$ cat src/rtl/clock_monitor_pkg.sv
// clock_monitor_pkg: shared state encoding and default sizing for clock_monitor.
package clock_monitor_pkg;
  typedef enum logic [1:0] {IDLE, ARM, MEASURE} state_t;
  localparam int CNT_W_DEF = 16;
  localparam int TIMEOUT_DEF = 1000;
endpackage

$ cat src/rtl/sync_edge_detect.sv
// sync_edge_detect: two-flop synchroniser plus delay flop giving rise/fall pulses and the synced level.
module sync_edge_detect (
  input  logic clock,
  input  logic reset_n,
  input  logic sig_in,
  output logic rise,
  output logic fall,
  output logic level
);
  logic s1, s2, s3;
  always_ff @(posedge clock or negedge reset_n)
    if (!reset_n) {s1, s2, s3} <= 3'b000;
    else {s1, s2, s3} <= {sig_in, s1, s2};
  assign rise = s2 & ~s3;
  assign fall = ~s2 & s3;
  assign level = s2;
endmodule

$ cat src/rtl/clock_monitor.sv
// clock_monitor: measures period, high time and rising-edge count of a slow asynchronous clock, flags a stuck input.
module clock_monitor
  import clock_monitor_pkg::*;
#(
  parameter int CNT_W = CNT_W_DEF,
  parameter int TIMEOUT = TIMEOUT_DEF
) (
  input  logic             clock,
  input  logic             reset_n,
  input  logic             sig_in,
  input  logic             enable,
  input  logic             clear,
  output logic [CNT_W-1:0] period,
  output logic [CNT_W-1:0] high_time,
  output logic             valid,
  output logic             stuck,
  output logic [CNT_W-1:0] edge_count
);
  localparam logic [CNT_W-1:0] LIMIT = CNT_W'(TIMEOUT);
  state_t state;
  logic [CNT_W-1:0] counter, count_next;
  logic rise, fall, level_unused;
  sync_edge_detect u_sync (
    .clock  (clock),
    .reset_n(reset_n),
    .sig_in (sig_in),
    .rise   (rise),
    .fall   (fall),
    .level  (level_unused)
  );
  // saturate rather than wrap so a dead input keeps reporting stuck
  assign count_next = (counter == LIMIT) ? LIMIT : counter + CNT_W'(1);
  always_ff @(posedge clock or negedge reset_n)
    if (!reset_n) begin
      state <= IDLE;
      counter <= '0;
      period <= '0;
      high_time <= '0;
      edge_count <= '0;
      stuck <= 1'b0;
      valid <= 1'b0;
    end else if (clear) begin
      state <= enable ? ARM : IDLE;
      counter <= '0;
      period <= '0;
      high_time <= '0;
      edge_count <= '0;
      stuck <= 1'b0;
      valid <= 1'b0;
    end else if (!enable) begin
      state <= IDLE;
      counter <= '0;
      valid <= 1'b0;
    end else begin
      valid <= 1'b0;
      case (state)
        IDLE: state <= ARM;
        ARM:
          if (rise) begin
            counter <= CNT_W'(1);
            edge_count <= edge_count + CNT_W'(1);
            stuck <= 1'b0;
            state <= MEASURE;
          end else begin
            counter <= count_next;
            if (counter == LIMIT) stuck <= 1'b1;
          end
        MEASURE:
          if (rise) begin
            period <= counter;
            valid <= 1'b1;
            edge_count <= edge_count + CNT_W'(1);
            counter <= CNT_W'(1);
            stuck <= 1'b0;
          end else begin
            counter <= count_next;
            if (fall) high_time <= counter;
            if (counter == LIMIT) begin
              stuck <= 1'b1;
              state <= ARM;
            end
          end
        default: state <= IDLE;
      endcase
    end
endmodule
$ cat config.mk
export PLATFORM = sky130hd
export DESIGN_NAME = clock_monitor
export DESIGN_NICKNAME = d
export VERILOG_FILES = /design/src/rtl/clock_monitor_pkg.sv /design/src/rtl/sync_edge_detect.sv /design/src/rtl/clock_monitor.sv
export SDC_FILE = /design/constraint.sdc
export NUM_CORES = 1
export LEC_CHECK = 0
export BUFFER_PORTS_ARGS = -buffer_cell sky130_fd_sc_hd__clkbuf_2
export CAP_MARGIN = 20
export CORE_MARGIN = 2
export CORE_UTILIZATION = 35
export CTS_BUF_LIST = sky130_fd_sc_hd__clkbuf_8
export CTS_CLUSTER_SIZE = 24
export DETAILED_ROUTE_END_ITERATION = 10
export PLACE_DENSITY = 0.59
export SLEW_MARGIN = 20
export SYNTH_ARGS = -nofsm -noshare
export SYNTH_HDL_FRONTEND = slang
export SYNTH_SLANG_ARGS = --single-unit
export TNS_END_PERCENT = 20
$ cat constraint.sdc
create_clock -name clock -period 1.9 [get_ports clock]
set_input_delay 0.285 -clock clock [delete_from_list [all_inputs] [get_ports clock]]
set_output_delay 0.285 -clock clock [all_outputs]
set_load 0.01 [all_outputs]
==> results of run 1 <==
Yosys cell counts, types with 3 or more instances:
| master | instances |
|---|---|
| a21oi_1 | 37 |
| a22o_1 | 7 |
| a31oi_1 | 8 |
| and3_1 | 3 |
| buf_2 | 5 |
| clkbuf_1 | 9 |
| dfrtp_1 | 71 |
| ha_1 | 5 |
| inv_1 | 9 |
| nand2_1 | 69 |
| nand3_1 | 10 |
| nand4_1 | 10 |
| nor2_1 | 31 |
| nor3_1 | 4 |
| nor3b_1 | 4 |
| nor4_1 | 3 |
| o21ai_0 | 6 |
| o21ai_1 | 12 |
| or3_1 | 3 |
| or4_1 | 3 |
| xnor2_1 | 6 |
| xor2_1 | 8 |
area by class of cell:
| class | instances | area, sq um | area share |
|---|---|---|---|
| Sequential cell | 71 | 1780 | 0.427 |
| Inverter | 10 | 37.5 | 0.00903 |
| Multi-Input combinational cell | 255 | 1440 | 0.346 |
| Tap cell | 111 | 139 | 0.0334 |
| Timing Repair Buffer | 95 | 581 | 0.140 |
| Clock inverter | 4 | 47.5 | 0.0114 |
| Clock buffer | 10 | 138 | 0.0331 |
kinds of logic after synthesis:
| group | synth area share |
|---|---|
| mux | 0.00303 |
| compound gates | 0.142 |
| flops | 0.537 |
| fa+ha+maj | 0.0189 |
| simple gates | 0.226 |
| buf+inv | 0.0359 |
| xor+xnor | 0.0371 |
power groups by stage:
stage                     combinational, W  clock (W)  sequential, W
after global routing              0.000201    0.00127        0.00153
after floorplan                  0.0000847          0        0.00156
final                             0.000178    0.00119        0.00153
after detailed placement          0.000172          0        0.00156
after global placement            0.000171          0        0.00156
after CTS                         0.000176    0.00120        0.00153
worst max-delay path by stage:
stage	start	endpoint	depth (start not counted)
floorplan	counter[0]$_DFFE_PN0P_	counter[10]$_DFFE_PN0P_	8
global placement	state[0]$_DFFE_PN0P_	edge_count[12]$_DFFE_PN0P_	7
detailed placement	state[0]$_DFFE_PN0P_	edge_count[12]$_DFFE_PN0P_	7
CTS	counter[0]$_DFFE_PN0P_	counter[4]$_DFFE_PN0P_	7
global route	state[1]$_DFFE_PN0P_	edge_count[14]$_DFFE_PN0P_	6
finish	counter[0]$_DFFE_PN0P_	counter[10]$_DFFE_PN0P_	7
layer usage:
metal	share of wire	wire length, um	up-vias
li1	-	-	1412
met1	0.48	4130	1401
met2	0.45	3820	77
met3	0.052	440	10
met4	0.015	128	0
met5	0	0	-
per-stage QoR:
step                total power (W)  setup TNS (ps)  setup WS (ps)
floorplan                   0.00164           -40.4          -13.5
global placement            0.00173               0           45.1
detailed placement          0.00173           -75.1          -66.7
CTS                         0.00291           -15.5          -10.6
global route                0.00300            -551           -109
finish                      0.00289               0           14.6
timing repair:
item                                    CTS  global route
gates resized for setup                   2             4
hold buffers                              1             0
endpoints found under the setup margin    4            20
endpoints found under the hold margin    44             0
buffers inserted                          0             1
pin swaps                                 2             5
cloned                                    0             0
registers in the layout, summed over array words and instances, names as in the netlist:
signal        flops
u_sync.level      1
period           16
state             2
u_sync.s3         1
high_time        16
stuck             1
edge_count       16
u_sync.s1         1
valid             1
counter          16
worst max-delay path, cell delays in order (launching register included):
cell,delay [ps]
dfrtp_1,420
inv_2,50
ha_1,190
nor4bb_1,140
and4_4,200
or2_1,220
or4_1,470
a21oi_1,130
==> reports/results.ini, run 1 <==
[logic_synthesis]
synth-main-ff-cell=dfrtp_1
ys_ff_latch=71
ys_seq_area_frac=0.537
synthesis.area_sq_um=3310
synth_edf_count=0
syn_nets=362
syn_area_per_cell_sq_um=9.39
syn_inst=352
synthArstFlopShare=1.00
synth_top_area_cell=dfrtp_1
synthTopCellsByArea=dfrtp_1 54%, nand2_1 7.8%, a21oi_1 5.6%, nor2_1 3.5%, xor2_1 2.1%
yosysTopAreaCellShare=0.537
yosys_warnings=0
yosysUniqueCellTypes=42

[setup_path]
cp-end-kind=flop
r2r_setup_slack_ps=10
cp_max_fo=5
timing.rr.end=counter[10]$_DFFE_PN0P_
r2r_cells=7
cp.arrival_ps=2160
cp-start-kind=flop
required_ps=2170
reg2reg_from=counter[0]$_DFFE_PN0P_
critical_path_class=flop to flop

[clock_tree]
clock_path_buffers=2
numClockSinks=71
cts_tree=yes
cts_htree_levels=3
cts_buffers=9
clk_latency_ps=350
cts_root_buf=clkbuf_8
clk_pin_slew_ps=80

[die]
core-area_sq_um=9200
core.rowCount=35
die_y_um=101
dieArea_sq_um=10200
pin_count=55
dieWidth_um=101
start_util=0.360

[sta]
drv_slew=0
hold_slack_ps=54.2
fin_crit_sh=0.992
rsz0062_at_grt=yes
finalClockSkew_ps=12.3
fmax_ghz=0.530
fin_crit_ps=1890
hold_viol_final=0
setup_viol=0
relSlewSlack=0.657
worstMarginPinSlew_ps=513

[routing]
drt_iter0_drc=165
dr_total_vias=2900
post_drt_wl_per_cell_um=15.3
first_pass_iters=4
drcViolationCount=0
viasPerCell=5.22
routed_wl_mm=8.52
drtAntennaViolNets=0

[hold_path]
min_to=u_sync.s1$_DFF_PN0_
min_path_cells=1
hp-start=sig_in
min_path_type=primary input to flop

[grt]
grt_util_met1=0.249
grt_first_pass_wirelength_mm=13.8
grt_max_degree=28
use_met2=0.261
grt-ovfl-total=0
grt_usage=0.175
grt.busiest_layer=met2
grt_pass1_vias=2785
grt_antenna_before_repair=0
use_met3=0.0338

[power_and_ir_drop]
switchingPower_w=0.000688
pwr-share-comb=0.062
irDropWorstVdd_uv=357
p_leak_nw=1.94
intPower_w=0.00221
power_density_nw_per_um2=696
seqPwrFrac=0.529
switching_share=0.238
p_clk_frac=0.409

[finish]
final.fill_count=898
nets=452
drive_gt1_frac=0.263
fin_util=0.452
final_cell_count_no_fill=556
fin_area_sq_um=4160
final_common_cell=dfrtp_1
final_cell_mix=71 x dfrtp_1, 69 x nand2_1, 53 x clkbuf_2, 40 x buf_4, 36 x a21oi_1
diodes=0
area_growth_pct=25.7

[place]
dp.final_hpwl_mm=6.17
numPortBuffers=54
post_dp_cell_area_sq_um=3930
gp_congestion=0.868
placed_cells=540

[outcome]
status=finished, final reports clean

[job]
maxCapViolCount=0

Note: power is estimated with default switching activity, not from simulation.
==> run 2: changes to the inputs <==
--- a/config.mk
+++ b/config.mk
@@ -8,11 +8,11 @@
 export BUFFER_PORTS_ARGS = -buffer_cell sky130_fd_sc_hd__clkbuf_2
 export CAP_MARGIN = 20
 export CORE_MARGIN = 2
-export CORE_UTILIZATION = 35
+export CORE_UTILIZATION = 52
 export CTS_BUF_LIST = sky130_fd_sc_hd__clkbuf_8
 export CTS_CLUSTER_SIZE = 24
 export DETAILED_ROUTE_END_ITERATION = 10
-export PLACE_DENSITY = 0.59
+export PLACE_DENSITY = 0.8
 export SLEW_MARGIN = 20
 export SYNTH_ARGS = -nofsm -noshare
 export SYNTH_HDL_FRONTEND = slang
==> run 2 against run 1 <==
Effect of this change:
- the run now ends with setup timing left
- sequential share of layout area up 0.28 points
- via count up 2.6%
- clock-buffer cell count down 1
- routed wire length down 6.3%
- final cell count down 7.0%
- sequential power about the same
- critical path type unchanged
- largest cell class unchanged
- largest power group unchanged
==> reports/results.ini, run 2 (synthesis results as in run 1) <==
[setup_path]
cp_max_fo=5
cp.arrival_ps=2180
r2r_setup_slack_ps=-9
path_depth=7
reg2reg_from=counter[1]$_DFFE_PN0P_
path_cells=inv_2, ha_2, nor4bb_4, and4_4, or2_4, or4_1, a21oi_1
critPathSlowestCell=or4_1
timing.rr.end=counter[4]$_DFFE_PN0P_
cp-end-kind=flop
crit_buf_inv=1
critical_path_class=flop to flop
cpLargestDelayFamily=simple AND/OR/NAND/NOR gates
cp-start-kind=flop
slowest_delay_ps=460
r2r_cells=7
required_ps=2170

[sta]
hold_viol_final=0
worstMarginPinSlew_ps=527
fin_ws_ps=-8.62
relSlewSlack=0.647
finalSetupTns_ps=-8.62
fin_crit_sh=1.00
finalClockSkew_ps=9.18
setup_viol=1
fmax_ghz=0.524
fin_crit_ps=1910
rsz0062_at_grt=yes
drv_slew=0

[place]
post_dp_cell_area_sq_um=3840
placed_cells=498
numPortBuffers=54
dp_slack_ps=2.85
dp.final_hpwl_mm=5.53
gp_congestion=0.891

[clock_tree]
clk_pin_slew_ps=70
clk_latency_ps=350
cts_tree=yes
clock_path_buffers=2
numClockSinks=71
cts_root_buf=clkbuf_8
cts_buffers=9
cts_htree_levels=3

[finish]
diodes=0
fin_area_sq_um=4130
final_cell_mix=71 x dfrtp_1, 69 x nand2_1, 53 x clkbuf_2, 35 x a21oi_1, 32 x buf_4
final_cell_count_no_fill=517
area_growth_pct=24.9
drive_gt1_frac=0.280
final_common_cell=dfrtp_1
nets=445

[routing]
first_pass_iters=5
drcViolationCount=0
post_drt_wl_per_cell_um=15.4
drt_iter0_drc=228
viasPerCell=5.75
routed_wl_mm=7.98
drtAntennaViolNets=0
dr_total_vias=2975

[outcome]
violations=setup timing
status=finished with violations

[power_and_ir_drop]
irDropWorstVdd_uv=536
intPower_w=0.00218
switchingPower_w=0.000701
p_leak_nw=1.92
power_density_nw_per_um2=697
seqPwrFrac=0.533
p_clk_frac=0.407
pwr-share-comb=0.061
switching_share=0.244

[die]
pin_count=55
start_util=0.530
core.rowCount=29
core-area_sq_um=6240
die_y_um=83.7
dieWidth_um=83.7
dieArea_sq_um=7010

[grt]
grt_first_pass_wirelength_mm=13.2
grt_antenna_before_repair=0
grt-ovfl-total=0
grt_usage=0.238
grt_pass1_vias=2726
grt_max_degree=72

[hold_path]
hp-start=sig_in
min_path_cells=1
min_path_type=primary input to flop
min_to=u_sync.s1$_DFF_PN0_

[job]
maxCapViolCount=0

[run 2: changes by cell type in the layout (fill, tap and decap cells not counted), moves of 2 or more]
| cell | change |
|---|---|
| inv_2 | +2 |
| or4_1 | -2 |
| or4_4 | +2 |
| nand3_2 | +2 |
| ha_2 | +2 |
| ha_1 | -2 |
| nand3_1 | -2 |
| buf_4 | -8 |
[run 2: power by group through the flow]
stage          clock network (W)   logic, W  registers, W
2_1_floorplan                  0  0.0000847       0.00156
3_3_place_gp                   0   0.000155       0.00156
3_5_place_dp                   0   0.000159       0.00156
4_1_cts                  0.00119   0.000164       0.00153
5_1_grt                  0.00124   0.000194       0.00153
6_report                 0.00117   0.000174       0.00153
[run 2: how the worst max path moves through the flow]
stage                                start                    endpoint  slack [ps]
finish              counter[1]$_DFFE_PN0P_      counter[4]$_DFFE_PN0P_          -9
detailed placement  counter[0]$_DFFE_PN0P_      counter[4]$_DFFE_PN0P_           3
CTS                   state[0]$_DFFE_PN0P_  edge_count[12]$_DFFE_PN0P_           5
global placement      state[0]$_DFFE_PN0P_  edge_count[12]$_DFFE_PN0P_          60
global route        counter[1]$_DFFE_PN0P_      counter[4]$_DFFE_PN0P_         -60
floorplan           counter[0]$_DFFE_PN0P_     counter[10]$_DFFE_PN0P_         -10
[run 2: worst reg2reg max path, stage by stage, from the launching register on]
cell	delay (ps)
dfrtp_1	400
inv_2	60
ha_2	170
nor4bb_4	160
and4_4	220
or2_4	230
or4_1	460
a21oi_1	150
[run 2: per-stage QoR]
stage	power (W)	utilization	hold WS, ps
3_3_place_gp	0.00172	0.615	335
4_1_cts	0.00289	0.648	35.1
6_report	0.00288	0.662	45.1
5_1_grt	0.00297	0.662	41.9
3_5_place_dp	0.00172	0.615	339
2_1_floorplan	0.00164	-	-10.6
[run 2: timing repair]
action	CTS	global route
resized for setup	0	19
endpoints found under the hold margin	71	0
setup endpoints to repair	3	15
hold buffers	1	0
gates cloned	0	0
pin swaps	0	6
setup buffers	1	1
[run 2: layout make-up]
class                   instances  area (sq um)
multi-input cells             255          1490
flip-flops and latches         71          1780
repair buffers                 88           541
clock inverters                 7          65.1
inverters                      10          37.5
fillers                       498          2110
clock buffers                   9           124
well taps                      77          96.3
[run 2: metal layers]
metal	global-route usage	part of all wire	routed length, um
met3	0.0386	0.068	539
met1	0.355	0.45	3610
met4	0.0850	0.014	112
met2	0.355	0.47	3720
met5	0	0	0
==> run 3: changes to the inputs <==
--- a/config.mk
+++ b/config.mk
@@ -7,7 +7,7 @@
 export LEC_CHECK = 0
 export BUFFER_PORTS_ARGS = -buffer_cell sky130_fd_sc_hd__clkbuf_2
 export CAP_MARGIN = 20
-export CORE_MARGIN = 2
+export CORE_MARGIN = 1.5
 export CORE_UTILIZATION = 52
 export CTS_BUF_LIST = sky130_fd_sc_hd__clkbuf_8
 export CTS_CLUSTER_SIZE = 24
==> run 3 against run 2 <==
Effect of this change:
- the flow now finishes without violations
- die area fell by 2.4%
- non-clock buffer count grew 3
- clock power is 15% lower
- critical path depth stayed put
- first-iteration DRC count shrank 28%
- sequential share of layout area decreased by 0.49 points
- hold slack got worse by 3.4 ps
- combinational power increased by 5%
- fmax up 1.1%
- global-route usage grew 1.1 points
- largest cell class unchanged
- largest power group unchanged
==> reports/results.ini, run 3 (synthesis results as in run 1) <==
[outcome]
status=finished, final reports clean

[finish]
multiInputGateArea_sq_um=1540
area_growth_pct=26.3
final_common_cell=dfrtp_1
nets=448
final.fill_count=462
final_cell_mix=71 x dfrtp_1, 69 x nand2_1, 53 x clkbuf_2, 35 x a21oi_1, 33 x buf_4
seq_area_sq_um=1780
diodes=0
fin_area_sq_um=4180
drive_gt1_frac=0.282

[power_and_ir_drop]
switchingPower_w=0.000676
p_clk_frac=0.368
seqPwrFrac=0.565
irDropWorstVdd_uv=460
p_leak_nw=1.95
intPower_w=0.00204
finalPower_w=0.00272
power_density_nw_per_um2=650
switching_share=0.249
pwr-share-comb=0.067

[grt]
grt_first_pass_wirelength_mm=12.7
grt_antenna_before_repair=0
grt-ovfl-total=0
grt_max_degree=72
grt_usage=0.249
grt_pass1_vias=2707

[place]
dp_slack_ps=7.04
numPortBuffers=54
dp.final_hpwl_mm=5.54
post_dp_cell_area_sq_um=3810
gp_congestion=0.902

[setup_path]
required_ps=2160
cp-start-kind=flop
cp_max_fo=6
critical_path_class=flop to flop
cp-end-kind=flop
cp.arrival_ps=2150

[sta]
fmax_ghz=0.530
setup_viol=0
worstMarginPinSlew_ps=511
fin_ws_ps=12.6
finalSetupTns_ps=0
relSlewSlack=0.658
drv_slew=0
fin_crit_ps=1890
hold_slack_ps=41.7
finalClockSkew_ps=10.7
rsz0062_at_grt=yes
fin_crit_sh=0.993
hold_viol_final=0

[die]
pin_count=55
core-area_sq_um=6030
die_y_um=82.7
core.rowCount=28
dieWidth_um=82.7
start_util=0.549
dieArea_sq_um=6850

[job]
maxCapViolCount=0

[clock_tree]
clock_path_buffers=2
clk_latency_ps=350
numClockSinks=71
cts_tree=yes
cts_root_buf=clkbuf_8
clk_pin_slew_ps=70
cts_buffers=9
cts_htree_levels=3

[hold_path]
min_path_type=primary input to flop

[routing]
drcViolationCount=0
first_pass_iters=5
routed_wl_mm=8.16
drtAntennaViolNets=0
dr_total_vias=2977
post_drt_wl_per_cell_um=15.8
viasPerCell=5.75
drt_iter0_drc=165

==> run 3: cell types whose count changed in the layout (fill, tap and decap cells not counted), sizes merged <==
cell / delta
buf: +3
bufinv: -1
inv: +2
clkinv: -1
==> run 3: path summary, 6_finish.rpt <==
path                                   startpoint                         to  slack, ps  depth (start not counted)
max                        counter[0]$_DFFE_PN0P_     counter[4]$_DFFE_PN0P_         10                          7
min                                        sig_in        u_sync.s1$_DFF_PN0_         40                          1
max reg2reg                counter[0]$_DFFE_PN0P_     counter[4]$_DFFE_PN0P_         10                          7
min reg2reg                   u_sync.s1$_DFF_PN0_     u_sync.level$_DFF_PN0_        360                          0
max in group asynchronous                 reset_n     period[12]$_DFFE_PN0P_       1120                          3
min in group asynchronous                 reset_n  edge_count[8]$_DFFE_PN0P_        500                          3
==> run 3: repair_timing <==
item	4_1_cts	5_1_grt
setup endpoints to repair	4	16
gates cloned	0	0
resized for setup	0	26
setup buffers	1	8
hold endpoints to repair	71	0
pin swaps	0	16
hold buffers	1	0
==> run 3: critical path, cell delays in order (launching register included) <==
cell	delay (ps)
dfrtp_1	410
inv_2	80
ha_4	150
nor4bb_4	140
and4_4	230
or2_4	240
or4_4	420
a21oi_2	150
==> run 3: per-layer routing <==
layer / routed length (um) / up-vias / GRT usage
li1: - / 1408 / -
met2: 3770 / 114 / 0.386
met1: 3680 / 1436 / 0.335
met5: 0 / - / 0
met3: 516 / 19 / 0.0516
met4: 186 / 0 / 0.115
==> run 3: area by class of cell <==
type,count,share of cell area
clock buffer,9,0.0296
clock inverter,7,0.00809
inverter,10,0.00898
multi-input combinational,255,0.369
sequential,71,0.425
tap,75,0.0225
timing repair buffer,91,0.137
==> run 3: power by group through the flow <==
| stage | Sequential (W) | Combinational [W] | Clock (W) |
|---|---|---|---|
| final | 0.00153 | 0.000183 | 0.000999 |
| after global routing | 0.00153 | 0.000204 | 0.00109 |
| after CTS | 0.00153 | 0.000164 | 0.00101 |
| after detailed placement | 0.00156 | 0.000160 | 0 |
| after global placement | 0.00156 | 0.000155 | 0 |
| after floorplan | 0.00156 | 0.0000847 | 0 |
==> run 3: through the flow <==
step,cells,utilization
5_1_grt,518,0.693
2_1_floorplan,352,-
6_report,518,0.693
3_5_place_dp,493,0.633
4_1_cts,511,0.662
3_3_place_gp,493,0.633
